### src/rtl/oiia_tone_seq.sv
// rtl/oiia_tone_seq.sv - frame-synchronous 16-step OIIA chant square-wave sequencer
module oiia_tone_seq #(
  parameter int FRAMES_PER_STEP = 8,
  parameter int TONE_SHIFT      = 12
) (
  input  logic       clk,
  input  logic       rst_n,
  input  logic       frame_tick,
  input  logic       enable,
  input  logic       mute,
  output logic       sound,
  output logic [3:0] step,
  output logic       note_active,
  output logic       loop_done
);

  typedef enum logic {IDLE, PLAY} state_t;

  localparam logic [7:0] FRAME_LAST = 8'(FRAMES_PER_STEP - 1);

  state_t      state;
  logic [7:0]  frame_cnt;
  logic [15:0] tone_cnt;
  logic        tone_bit;
  logic [3:0]  code;
  logic [15:0] half_period;

  function automatic logic [3:0] rom_code(input logic [3:0] idx);
    case (idx)
      4'd0, 4'd1, 4'd8, 4'd9:                   rom_code = 4'd6;
      4'd2, 4'd3, 4'd4, 4'd5, 4'd10, 4'd11:     rom_code = 4'd3;
      4'd12, 4'd13:                             rom_code = 4'd2;
      default:                                  rom_code = 4'd0;
    endcase
  endfunction

  assign code        = rom_code(step);
  assign half_period = {12'd0, code} << TONE_SHIFT;
  assign sound       = tone_bit & ~mute;
  assign note_active = (state == PLAY) && (code != 4'd0);

  always_ff @(posedge clk or negedge rst_n) begin
    if (!rst_n) begin
      state     <= IDLE;
      step      <= 4'd0;
      frame_cnt <= 8'd0;
      tone_cnt  <= 16'd0;
      tone_bit  <= 1'b0;
      loop_done <= 1'b0;
    end else begin
      loop_done <= 1'b0;
      case (state)
        IDLE: begin
          step      <= 4'd0;
          frame_cnt <= 8'd0;
          tone_cnt  <= 16'd0;
          tone_bit  <= 1'b0;
          if (frame_tick && enable) state <= PLAY;
        end
        PLAY: begin
          if (!enable) begin
            // stop wins over any coincident step advance or toggle
            state     <= IDLE;
            step      <= 4'd0;
            frame_cnt <= 8'd0;
            tone_cnt  <= 16'd0;
            tone_bit  <= 1'b0;
          end else begin
            if (code == 4'd0) begin
              tone_cnt <= 16'd0;
              tone_bit <= 1'b0;
            end else if (tone_cnt == half_period - 16'd1) begin
              tone_cnt <= 16'd0;
              tone_bit <= ~tone_bit;
            end else begin
              tone_cnt <= tone_cnt + 16'd1;
            end
            if (frame_tick) begin
              if (frame_cnt == FRAME_LAST) begin
                // phase restarts even between equal codes for re-articulation
                frame_cnt <= 8'd0;
                step      <= step + 4'd1;
                tone_cnt  <= 16'd0;
                tone_bit  <= 1'b0;
                if (step == 4'd15) loop_done <= 1'b1;
              end else begin
                frame_cnt <= frame_cnt + 8'd1;
              end
            end
          end
        end
        default: state <= IDLE;
      endcase
    end
  end

endmodule

### config.mk
export PLATFORM = sky130hd
export DESIGN_NAME = oiia_tone_seq
export DESIGN_NICKNAME = d
export VERILOG_FILES = /design/src/rtl/oiia_tone_seq.sv
export SDC_FILE = /design/constraint.sdc
export NUM_CORES = 1
export LEC_CHECK = 0
export CORE_MARGIN = 4
export CORE_UTILIZATION = 62
export DETAILED_ROUTE_END_ITERATION = 6
export PLACE_DENSITY = 0.84
export SYNTH_ARGS = -nofsm -noshare
export SYNTH_HDL_FRONTEND = slang
export SYNTH_SLANG_ARGS = --single-unit
### constraint.sdc
create_clock -name clk -period 5.4 [get_ports clk]
set_clock_uncertainty 0.05 [all_clocks]
set_input_delay 1.08 -clock clk [delete_from_list [all_inputs] [get_ports clk]]
set_output_delay 1.08 -clock clk [all_outputs]
set_load 0.02 [all_outputs]
### Yosys cells after proc, flatten, opt, wreduce, memory -nomap -nowiden

Memories as Yosys holds them, arrays and structs flattened.
Cells that the tools add are included.

* register bits after elaboration: 31
* ROM bits: 48
* input port bits: 5
* output and inout port bits: 7
* word-level logic and storage cells: 53
* memories: 1

Memory list
* (no name shown): depth 16, width 3, read ports 1, clocked after memory_dff 0, wr ports 0, RTL line 29 `case (idx)`

* $add $sub $neg: 4
* eq/ne operators: 5
* muxes and demuxes: 28
* bitwise operators: 4
* reduce and logical (&&, ||, !) cells: 5

Operators by type and width (count)
* 16-bit two-way mux: 5
* 16-bit one-hot mux with 2 select lines: 1
* 8-bit two-way mux: 3
* 16-bit by 1-bit adder with 16-bit output (second input constant): 1
* 16-bit equality test: 1
* 8-bit one-hot mux with 2 select lines: 1
* 16-bit by 1-bit subtractor with 16-bit output (second input constant): 1
* 1-bit two-way mux: 12
* 4-bit two-way mux: 3
* 8-bit by 1-bit adder with 8-bit output (second input constant): 1
* 8-bit by 3-bit equality test with 1-bit output (second input constant): 1
* 4-bit one-hot mux with 2 select lines: 1
* 4-bit by 1-bit adder with 4-bit output (second input constant): 1
* 4-bit equality test (second input constant): 1
* 4-bit zero test: 1
* 1-bit one-hot mux with 2 select lines: 2
* 4-bit nonzero test: 1
* 3-bit by 2-bit != test with 1-bit output (second input constant): 1
* 3-bit != test (second input constant): 1
* 1-bit NOT: 3
* 1-bit logical AND: 2
* 2-bit AND reduction: 1
* 1-bit AND: 1

### Longest topological paths before layout

Gate-level depths: netlist of the first run.
An unclocked memory read counts as a cell.

* depth in word-level cells: 9
* gate-level depth with buffers: 8
* mapped depth without buffers: 7

### Worst setup path before layout of the first run

OpenSTA, ideal clock, no wires.

* path kind: register -> output
* start point: register step[2]
* end point: output note_active
* arrival time: 1618 ps
* required time: 4270 ps
* slack: 2652 ps
* stages on the path, launching flop included: 6
* path buffers: 0
* path through: dfrtp_1 > inv_1 > ha_1 > mux2i_1 > and3b_4 > and2b_2

* longest elaborated chain between the ends: 3

RTL lines
* start: declaration: RTL line 12 `output logic [3:0] step,`
* start signal: assignment: RTL line 82 `step <= step + 4'd1;`
* memory read 16 x 3 bit
* 4-bit nonzero test: RTL line 40 `assign note_active = (state == PLAY) && (code != 4'd0);`
* 1-bit logical AND: RTL line 40
* end: declaration: RTL line 13 `output logic note_active,`

Every way passes these cells.

### Worst setup path after layout of the first run

* start point: register step[1]
* end point: output note_active

Same word-level chain as after synthesis.

==> results.json, run 1 <==
{
  "outcome": "completed",
  "io_buffers": 11,
  "p_leak_uw": 0.000795,
  "crit_chain": "inv_1 > ha_1 > mux2i_1 > and3b_4 > and2b_2 > clkdlybuf4s50_1",
  "end_kind": "output pin",
  "cp.arrival_ns": 2.45,
  "final_common_cell": "dfrtp_1",
  "hp-class": "reg2reg",
  "place_hpwl_um": 2170,
  "ys_seq_elements": 31,
  "grt_overflow": 0,
  "worst-slew-pin-transition_ns": 0.629,
  "required_ns": 4.27,
  "postCtsHoldBufs": 0,
  "multiInputGateArea_um2": 867,
  "fmax_mhz": 279,
  "rows": 18,
  "cts_max_path_buffers": 2,
  "post-route-util_pct": 75.4,
  "p_per_area_nw_per_um2": 234,
  "initial_core_util_pct": 66.4,
  "synth_warnings": 0,
  "wl_per_cell_um": 13.8,
  "ant_nets": 0,
  "slew_violations": 0,
  "min-delay-start": "tone_cnt[0]$_DFF_PN0_",
  "cts_sinks": 31,
  "cts_resized": 0,
  "finalCriticalPeriod_ns": 3.58,
  "grt_max_degree": 32,
  "syn_nets": 181,
  "seq_area_frac_synth_pct": 46.3,
  "antenna_found_initial": 0,
  "cts-root-buf": "clkbuf_4",
  "drt-total-wl_um": 3000,
  "antenna_cells": 0,
  "reg2reg_from": "step[1]$_DFFE_PN0P_",
  "ys.flop_type": "dfrtp_1",
  "die_area_um2": 3600,
  "synth-edff-count": 0,
  "finalSetupTns_ns": 0,
  "fin_crit_sh_pct": 66.4,
  "max-vdd-ir-drop_mv": 0.243,
  "place_area_um2": 1820,
  "cap_violations": 0,
  "drc_errors": 0,
  "ys_types": 37,
  "gp_congestion": 0.842,
  "synthToLayoutAreaGrowth_pct": 13.7,
  "core_area_um2": 2520,
  "relSlewSlack_pct": 58.1,
  "worstSetupStartpoint": "step[1]$_DFFE_PN0P_",
  "rsz0062_at_grt": "false",
  "synthCells": 169,
  "hold_violations": 0,
  "setup_viol": 0,
  "post_cts_buffers": 0,
  "first_pass_iters": 4,
  "vias_per_cell": 5.81,
  "worstSetupPathType": "reg2out",
  "critical_path.max_stage_delay_ns": 0.53,
  "die_y_um": 60.0,
  "tritoncts": "done",
  "crit_slowest_cell": "clkdlybuf4s50_1",
  "fillers": 177,
  "htreeDepth": 2,
  "cp-start-kind": "flop",
  "final_nets": 198,
  "die_x_um": 60.0,
  "numCtsBuffers": 5,
  "grt_util_all_layers_pct": 20.3,
  "clkSlewWorstSetupHoldPaths_ns": 0.10,
  "syn_area_um2": 1670,
  "drt_iter0_drc": 72,
  "critPathMaxFanout": 7,
  "stdcell_area_um2": 1900,
  "io_pins": 12,
  "syn_area_per_cell_um2": 9.91,
  "seq_area_um2": 776,
  "clk_latency_ns": 0.34,
  "synthArstFlopShare_pct": 100,
  "grt_pass1_vias": 1275,
  "final_cell_mix": "dfrtp_1, nor2_1, nand2_1, nand3_1, xor2_1",
  "num_vias": 1261,
  "drive_gt1_share_pct": 10.2,
  "grt_pass1_wl_um": 5510
}
## final cells by class
type	count	share of cell area [%]
multi-input cells	131	45.6
clock inverters	2	1.84
inverters	5	0.986
well taps	30	1.97
flip-flops and latches	31	40.8
clock buffers	6	2.70
repair buffers	12	6.18
## worst max-delay path: cells and delay by family (launching register included)
family	cells	cell delay (ns)
fa+ha+maj	1	0.29
buf+inv	2	0.60
flops	1	0.47
mux	1	0.28
simple gates	2	0.48
## cells by family after synthesis
logic type	after synthesis	synth area share [%]
AND/OR/NAND/NOR	83	26.2
flip-flops	31	46.3
XOR/XNOR	20	10.5
AO/OA/AOI/OAI	17	7.47
buffers and inverters	7	1.87
adder cells (fa/ha/maj)	7	5.23
multiplexers	4	2.47
## cell usage after synthesis, types with 2 or more instances
| cell | n | area, um^2 |
|---|---|---|
| a211oi_1 | 2 | 15.0 |
| a21oi_1 | 3 | 15.0 |
| and3_1 | 7 | 43.8 |
| dfrtp_1 | 31 | 776 |
| ha_1 | 7 | 87.6 |
| inv_1 | 5 | 18.8 |
| mux2i_1 | 3 | 30.0 |
| nand2_1 | 16 | 60.1 |
| nand3_1 | 13 | 65.1 |
| nand4_1 | 2 | 12.5 |
| nor2_1 | 20 | 75.1 |
| nor3_1 | 11 | 55.1 |
| o21ai_0 | 4 | 20.0 |
| o31ai_1 | 2 | 15.0 |
| or3_1 | 2 | 12.5 |
| or4_4 | 2 | 22.5 |
| xnor2_1 | 7 | 61.3 |
| xor2_1 | 13 | 114 |
## power by group
part | switching (uW) | internal [uW] | leakage [uW] | total, uW
registers | 1.29 | 233 | 0.000431 | 235
logic | 11.3 | 6.39 | 0.000316 | 17.7
clock network | 84.5 | 109 | 0.0000482 | 194
total | 97.1 | 349 | 0.000795 | 446
## layer usage
metal	track usage, %	share of wire, %	vias to the layer above
li1	-	-	620
met1	24.2	45	620
met2	34.1	49	16
met3	6.26	3.7	5
met4	7.59	1.5	0
met5	0	0	-
## final timing paths
kind                                          endpoint  slack (ns)  cells past startpoint
max in group asynchronous          step[0]$_DFFE_PN0P_        3.94                      2
worst max-delay path                       note_active        1.82                      6
worst min register to register   tone_cnt[0]$_DFF_PN0_        0.44                      1
min in group asynchronous           tone_bit$_DFF_PN0_        1.07                      2
worst max register to register  tone_cnt[12]$_DFF_PN0_        2.88                      7
worst min-delay path             tone_cnt[0]$_DFF_PN0_        0.44                      1
## through the flow
step                      power, uW  setup WS, ns  hold WS [ns]  instances
after global placement          257          2.11         0.405        209
after CTS                       449          1.78         0.437        217
final                           446          1.82         0.443        217
after floorplan                 247          2.65         0.394        169
after global routing            461          1.66         0.453        217
after detailed placement        257          2.09         0.424        209
## registers in the layout (all words and copies together), names as in the netlist
signal,flops
tone_bit,1
tone_cnt,16
step,4
loop_done,1
frame_cnt,8
state,1
Power figures use the tool's default switching activity.
==> run 2: changes to the inputs <==
- CORE_UTILIZATION: 62 -> 57
- PLACE_DENSITY: 0.84 -> 0.78
- clock period: 5.4 -> 3.5 ns (I/O delays scaled with it)
==> results.json, run 2 (synthesis gave the netlist of run 1 again) <==
{
  "regMostFlops": "tone_cnt",
  "cp.arrival_ns": 2.47,
  "antenna_cells": 0,
  "drt-total-wl_um": 3080,
  "p_total_uw": 687,
  "fin_crit_sh_pct": 92.0,
  "reg.largest.list": "tone_cnt: 16 flops, frame_cnt: 8 flops, step: 4 flops",
  "io_pins": 12,
  "reg2reg_from": "step[1]$_DFFE_PN0P_",
  "grt_pass1_vias": 1266,
  "synthToLayoutAreaGrowth_pct": 13.8,
  "required_ns": 2.75,
  "min-delay-start": "tone_cnt[0]$_DFF_PN0_",
  "pwr-share-seq_pct": 52.7,
  "stdcell_area_um2": 1900,
  "place_hpwl_um": 2220,
  "switchingPower_uw": 148,
  "die_area_um2": 3870,
  "finalCriticalPeriod_ns": 3.22,
  "hold_slack_ns": 0.423,
  "first_pass_iters": 4,
  "hold_violations": 0,
  "worstReg2RegEnd": "tone_cnt[12]$_DFF_PN0_",
  "fmax_mhz": 311,
  "place_ws_ns": 0.624,
  "drc_errors": 0,
  "place_area_um2": 1820,
  "grt_max_degree": 32,
  "regToRegSetupSlack_ns": 0.99,
  "critical_path.max_stage_delay_ns": 0.54,
  "rows": 19,
  "antenna_found_initial": 0,
  "cts_max_path_buffers": 2,
  "outcome": "completed",
  "io_buffers": 11,
  "grt_overflow": 0,
  "ant_nets": 0,
  "worst-slew-pin-transition_ns": 0.599,
  "multiInputGateArea_um2": 867,
  "p_leak_uw": 0.000795,
  "clk_latency_ns": 0.34,
  "cts_sinks": 31,
  "tritoncts": "done",
  "p_per_area_nw_per_um2": 361,
  "num_vias": 1248,
  "core_area_um2": 2780,
  "max-vdd-ir-drop_mv": 0.332,
  "final_common_cell": "dfrtp_1",
  "htreeDepth": 2,
  "postCtsHoldBufs": 0,
  "end_kind": "output pin",
  "critPathMaxFanout": 7,
  "grt_util_all_layers_pct": 18.0,
  "wl_met1_um": 1360,
  "layout_setup_ws_ns": 0.281,
  "rr_worst_depth": 7,
  "die_x_um": 62.2,
  "wl_per_cell_um": 14.1,
  "switching_share_pct": 21.6,
  "drive_gt1_share_pct": 10.2,
  "crit_slowest_cell": "clkdlybuf4s50_1",
  "setup_viol": 0,
  "crit_chain": "inv_1 > ha_1 > mux2i_1 > and3b_4 > and2b_2 > clkdlybuf4s50_1",
  "seq_area_um2": 776,
  "cap_violations": 0,
  "drt_iter0_drc": 67,
  "die_y_um": 62.2,
  "relSlewSlack_pct": 60.1,
  "rsz0062_at_grt": "false",
  "hp-class": "reg2reg",
  "largest_register_ffs": 16,
  "cp-start-kind": "flop",
  "clkSlewWorstSetupHoldPaths_ns": 0.11,
  "cts_resized": 0,
  "final_cell_mix": "dfrtp_1, nor2_1, nand2_1, nand3_1, xor2_1",
  "hold_depth": 1,
  "internal_power_uw": 539,
  "finalSetupTns_ns": 0,
  "wl_met2_um": 1540,
  "initial_core_util_pct": 60.2,
  "grt_pass1_wl_um": 5690,
  "gp_congestion": 0.839,
  "top_layer": "met4",
  "wl_met3_um": 125,
  "worstSetupPathType": "reg2out",
  "vias_per_cell": 5.72,
  "power_frac_clock_pct": 43.3,
  "post_cts_buffers": 0,
  "pwr-share-comb_pct": 4.0,
  "final_nets": 198,
  "numCtsBuffers": 5,
  "fillers": 214,
  "cts-root-buf": "clkbuf_4",
  "slew_violations": 0,
  "hold_path_end": "tone_cnt[0]$_DFF_PN0_"
}
run 2: cell counts in the layout (fill, tap and decap cells not counted):
No cell type changed its count.
run 2: worst max-delay path: cells and delay by family (launching register included):
kind / cells / cell delay (ns)
buffers and inverters: 2 / 0.61
flip-flops: 1 / 0.47
adder cells (fa/ha/maj): 1 / 0.29
AND/OR/NAND/NOR: 2 / 0.49
multiplexers: 1 / 0.29
run 2: area by class of cell:
cell class / instances / share of cell area (%)
timing repair buffer: 12 / 6.18
clock buffer: 6 / 2.69
inverter: 5 / 0.986
multi-input combinational: 131 / 45.5
tap: 31 / 2.04
clock inverter: 2 / 1.84
sequential: 31 / 40.7
run 2: worst max-delay path by stage:
stage / end / slack, ns / start / cells after the start
6_report: note_active / 0.28 / step[1]$_DFFE_PN0P_ / 6
5_1_grt: note_active / 0.15 / step[1]$_DFFE_PN0P_ / 6
4_1_cts: note_active / 0.24 / step[1]$_DFFE_PN0P_ / 6
3_5_place_dp: note_active / 0.62 / step[1]$_DFFE_PN0P_ / 6
3_3_place_gp: note_active / 0.69 / step[1]$_DFFE_PN0P_ / 6
2_1_floorplan: tone_bit$_DFF_PN0_ / 1.05 / step[2]$_DFFE_PN0P_ / 7
run 2: routing by layer:
metal | up-vias | global-route usage, %
met5 | - | 0
met4 | 0 | 8.67
met3 | 7 | 5.41
met2 | 20 | 28.4
met1 | 595 | 22.4
li1 | 626 | -
run 2: power by group through the flow:
stage / clock network, uW / logic, uW / registers (uW)
finish: 298 / 27.5 / 362
global route: 326 / 31.9 / 363
CTS: 306 / 28.4 / 362
detailed placement: 0 / 28.3 / 369
global placement: 0 / 27.4 / 369
floorplan: 0 / 12.2 / 369
run 2: metrics by stage:
stage / util [%] / instances
floorplan: - / 169
global placement: 65.4 / 210
detailed placement: 65.4 / 210
CTS: 68.5 / 218
global route: 68.5 / 218
finish: 68.5 / 218
==> RTL change 1: new RTL, config.mk and constraints of run 2 <==
Reset style: synchronous (`rst_n`), changed in one clocked block.
--- a/src/rtl/oiia_tone_seq.sv
+++ b/src/rtl/oiia_tone_seq.sv
@@ -41,3 +41,3 @@
 
-  always_ff @(posedge clk or negedge rst_n) begin
+  always_ff @(posedge clk) begin
     if (!rst_n) begin
Behaviour: differs if rst_n is asserted again (counterexample within 4 cycles, from zero or initial values and one cycle with rst_n low); with rst_n held inactive, the same outputs for 10 cycles.
==> RTL change 1 against run 2 <==
Area after synthesis up 4.2%; sequential cell count up 3; fmax is 16% higher; wire length rose by 5.3%; worst setup slack gained 450 ps; combinational power is 46% lower; total power decreased by 2.5%; die area increased by 3.6%; design area is 1.6% higher; largest power group unchanged.
==> RTL change 1: results <==
<?xml version="1.0" encoding="UTF-8"?>
<metrics>
  <group name="placed_design">
    <metric name="finalWeightedCongestion" unit="">0.8868</metric>
    <metric name="placed_cells_incl_taps" unit="">223</metric>
    <metric name="placed_cell_area" unit="um2">1857</metric>
    <metric name="dp_hpwl" unit="mm">2.314</metric>
    <metric name="detailedPlace.worstSlack" unit="ps">392.8</metric>
  </group>
  <group name="grt">
    <metric name="via_count_of_the_first_global_routing_pass" unit="">1330</metric>
    <metric name="grt_first_pass_wirelength" unit="mm">5.733</metric>
    <metric name="gr-usage-met2" unit="">0.2925</metric>
  </group>
  <group name="finish">
    <metric name="combined_area_of_the_multi_input_logic_cells" unit="um2">1005</metric>
    <metric name="post_route_cells_drive_above_1_share" unit="">0.08500</metric>
    <metric name="layout.clock_buffers" unit="">8</metric>
    <metric name="fill_cell_instance_count_of_the_final_layout" unit="">238</metric>
    <metric name="layout.clock.cell_area_share" unit="">0.04072</metric>
    <metric name="inv_count" unit="">4</metric>
    <metric name="design.final.nets" unit="">212</metric>
    <metric name="finish.cell_count_without_fillers" unit="">231</metric>
  </group>
  <group name="detailed_routing">
    <metric name="post_drt_via_cell_ratio" unit="">5.926</metric>
    <metric name="routed-wl-met3" unit="um">141</metric>
    <metric name="wl_met1" unit="mm">1.472</metric>
  </group>
  <group name="setup_path">
    <metric name="crit_fanout" unit="">8</metric>
    <metric name="ff_to_ff_start" unit="">frame_cnt[4]$_SDFFE_PN0N_</metric>
    <metric name="critical_path.top_delay_family" unit="">simple AND/OR/NAND/NOR gates</metric>
    <metric name="cp.arrival" unit="ps">2940</metric>
  </group>
  <group name="clocking">
    <metric name="tritoncts_num_sinks" unit="">34</metric>
  </group>
  <group name="power">
    <metric name="combPwrFrac" unit="">0.022</metric>
    <metric name="leakage" unit="nW">0.6816</metric>
  </group>
  <group name="logic_synthesis">
    <metric name="syn_area" unit="um2">1744</metric>
    <metric name="synth_top_cells_by_count" unit="">sky130_fd_sc_hd__dfxtp_1 (34), sky130_fd_sc_hd__nor3_1 (17), sky130_fd_sc_hd__xor2_1 (16), sky130_fd_sc_hd__nor2_1 (13), sky130_fd_sc_hd__nand3_1 (12)</metric>
    <metric name="synth_area_leaders" unit="">sky130_fd_sc_hd__dfxtp_1 (39%), sky130_fd_sc_hd__xor2_1 (8.0%), sky130_fd_sc_hd__ha_1 (5.7%), sky130_fd_sc_hd__nor3_1 (4.9%), sky130_fd_sc_hd__nand3_1 (3.4%)</metric>
    <metric name="synth_sequential_area_ratio" unit="">0.3902</metric>
  </group>
  <group name="sta">
    <metric name="hold-worst-slack" unit="ps">407.4</metric>
    <metric name="layout_worst_path_cycle_share" unit="">0.7915</metric>
  </group>
  <group name="min_path">
    <metric name="timing.hold.worst.start" unit="">tone_cnt[0]$_SDFF_PN0_</metric>
  </group>
  <group name="status">
    <metric name="outcome" unit="">finished, final reports clean</metric>
  </group>
</metrics>
## RTL change 1: changes by cell type after synthesis, moves of 6 or more
cell,delta
sky130_fd_sc_hd__dfxtp_1,+34
sky130_fd_sc_hd__dfrtp_1,-31
sky130_fd_sc_hd__nand2_1,-9
sky130_fd_sc_hd__clkbuf_1,+7
sky130_fd_sc_hd__nor2_1,-7
sky130_fd_sc_hd__nand4_1,+6
sky130_fd_sc_hd__nor3_1,+6
## RTL change 1: kinds of logic after synthesis
family,count (synthesis),share of synthesized area
adder cells (fa/ha/maj),8,0.05739
XOR/XNOR,22,0.1105
flip-flops,34,0.3902
multiplexers,6,0.03802
AND/OR/NAND/NOR,92,0.3078
AO/OA/AOI/OAI,14,0.06241
buffers and inverters,14,0.03372
## RTL change 1: path summary, 6_finish.rpt
kind,endpoint,cells past startpoint
min,tone_cnt[0]$_SDFF_PN0_,1
max reg2reg,code[0]$_DFF_P_,8
min reg2reg,tone_cnt[0]$_SDFF_PN0_,1
max,code[0]$_DFF_P_,9
==> RTL change 2: new RTL, flow settings as in run 2 <==
Made on the original files. Set the parameter `FRAMES_PER_STEP` to 6 (it was 8).
--- a/src/rtl/oiia_tone_seq.sv
+++ b/src/rtl/oiia_tone_seq.sv
@@ -2,3 +2,3 @@
 module oiia_tone_seq #(
-  parameter int FRAMES_PER_STEP = 8,
+  parameter int FRAMES_PER_STEP = 6,
   parameter int TONE_SHIFT      = 12
Check against the original RTL: not equivalent (a bounded check fails within 10 cycles, from zero or initial values and one cycle with rst_n low).
==> RTL change 2 against run 2 <==
Design area down 1.3%; worst setup slack worse by 0.52 ps; sequential cell count unchanged; combinational power up 8.7%; area after synthesis up 0.75%; total power down 11%; wire length down 2.8%; utilization down 0.90 points; highest routed layer unchanged.
==> RTL change 2: results <==
<?xml version="1.0" encoding="UTF-8"?>
<metrics>
  <group name="grt">
    <metric name="grt_util_met3" unit="">0.05576</metric>
    <metric name="globalRouteTotalUtil" unit="">0.1726</metric>
    <metric name="grt_max_degree" unit="">32</metric>
    <metric name="gr-usage-met2" unit="">0.2655</metric>
    <metric name="grt_first_pass_wirelength" unit="mm">5.375</metric>
  </group>
  <group name="finish">
    <metric name="design.final.nets" unit="">196</metric>
    <metric name="fill_cell_instance_count_of_the_final_layout" unit="">226</metric>
    <metric name="combined_area_of_the_multi_input_logic_cells" unit="um2">868.3</metric>
  </group>
  <group name="logic_synthesis">
    <metric name="postSynthNetCount" unit="">180</metric>
    <metric name="yosysTopAreaCellShare" unit="">0.4599</metric>
    <metric name="synth_top_cells_by_count" unit="">sky130_fd_sc_hd__dfrtp_1 (31), sky130_fd_sc_hd__nor2_1 (17), sky130_fd_sc_hd__nor3_1 (14), sky130_fd_sc_hd__xor2_1 (14), sky130_fd_sc_hd__nand2_1 (13)</metric>
    <metric name="netlist-cell-type-count" unit="">40</metric>
    <metric name="synth_area_leaders" unit="">sky130_fd_sc_hd__dfrtp_1 (46%), sky130_fd_sc_hd__xor2_1 (7.3%), sky130_fd_sc_hd__ha_1 (5.9%), sky130_fd_sc_hd__nor3_1 (4.2%), sky130_fd_sc_hd__nor2_1 (3.8%)</metric>
    <metric name="post_synth_inst_count" unit="">167</metric>
  </group>
  <group name="placed_design">
    <metric name="placed_cells_incl_taps" unit="">207</metric>
    <metric name="finalWeightedCongestion" unit="">0.8245</metric>
    <metric name="detailedPlace.worstSlack" unit="ps">641.1</metric>
    <metric name="dp_hpwl" unit="mm">2.164</metric>
  </group>
  <group name="clocking">
    <metric name="worst_setup_hold_path_clk_slew" unit="ps">90</metric>
  </group>
  <group name="power">
    <metric name="powerClk" unit="W">0.000216</metric>
    <metric name="leakage" unit="nW">0.7737</metric>
    <metric name="netSwitchingFraction" unit="">0.2375</metric>
    <metric name="irDropWorstVdd" unit="V">0.0002869</metric>
    <metric name="combPwrFrac" unit="">0.049</metric>
  </group>
  <group name="sta">
    <metric name="max_slew_margin" unit="">0.4854</metric>
  </group>
  <group name="detailed_routing">
    <metric name="wl_met1" unit="mm">1.428</metric>
    <metric name="drt_iter0_markers" unit="">78</metric>
    <metric name="routed-wl-met3" unit="um">99</metric>
    <metric name="detailroute.wirelength.met2" unit="mm">1.404</metric>
    <metric name="top_layer" unit="">met4</metric>
    <metric name="post_drt_wl_per_cell" unit="um">14.00</metric>
    <metric name="post_drt_via_cell_ratio" unit="">5.678</metric>
    <metric name="vias" unit="">1215</metric>
  </group>
  <group name="status">
    <metric name="outcome" unit="">finished, final reports clean</metric>
  </group>
  <group name="setup_path">
    <metric name="cp.arrival" unit="ps">2470</metric>
  </group>
  <group name="die">
    <metric name="die_w" unit="um">62.40</metric>
  </group>
</metrics>
-- RTL change 2: cell type report --
| cell class | count | share of cell area |
|---|---|---|
| clock buffers | 6 | 0.02730 |
| repair buffers | 12 | 0.06258 |
| well taps | 31 | 0.02064 |
| multi-input cells | 127 | 0.4621 |
| inverters | 6 | 0.01198 |
| clock inverters | 1 | 0.002663 |
| flip-flops and latches | 31 | 0.4128 |
-- RTL change 2: path summary, 6_finish.rpt --
path / startpoint / to / slack [ps] / cells past startpoint
worst min-delay path: frame_cnt[7]$_DFFE_PN0P_ / frame_cnt[7]$_DFFE_PN0P_ / 440 / 1
worst max register to register: step[1]$_DFFE_PN0P_ / tone_cnt[4]$_DFF_PN0_ / 790 / 7
min in group asynchronous: rst_n / tone_cnt[9]$_DFF_PN0_ / 690 / 2
worst min register to register: frame_cnt[7]$_DFFE_PN0P_ / frame_cnt[7]$_DFFE_PN0P_ / 440 / 1
worst max-delay path: step[1]$_DFFE_PN0P_ / note_active / 280 / 6
max in group asynchronous: rst_n / frame_cnt[1]$_DFFE_PN0P_ / 2420 / 2
-- RTL change 2: kinds of logic (layout without fill, tap and decap cells) --
logic type | after synthesis | after routing | synth area share
simple gates | 78 | 78 | 0.2463
buf+inv | 9 | 25 | 0.02522
fa+ha+maj | 8 | 8 | 0.05935
flops | 31 | 31 | 0.4599
mux | 4 | 4 | 0.02448
compound gates | 16 | 16 | 0.07567
xor+xnor | 21 | 21 | 0.1091
-- RTL change 2: worst max-delay path, stage by stage (launching register included) --
cell,delay [ps]
sky130_fd_sc_hd__dfrtp_1,470
sky130_fd_sc_hd__inv_1,70
sky130_fd_sc_hd__ha_1,290
sky130_fd_sc_hd__mux2i_1,280
sky130_fd_sc_hd__and3b_4,270
sky130_fd_sc_hd__and2b_2,210
sky130_fd_sc_hd__clkdlybuf4s50_1,540
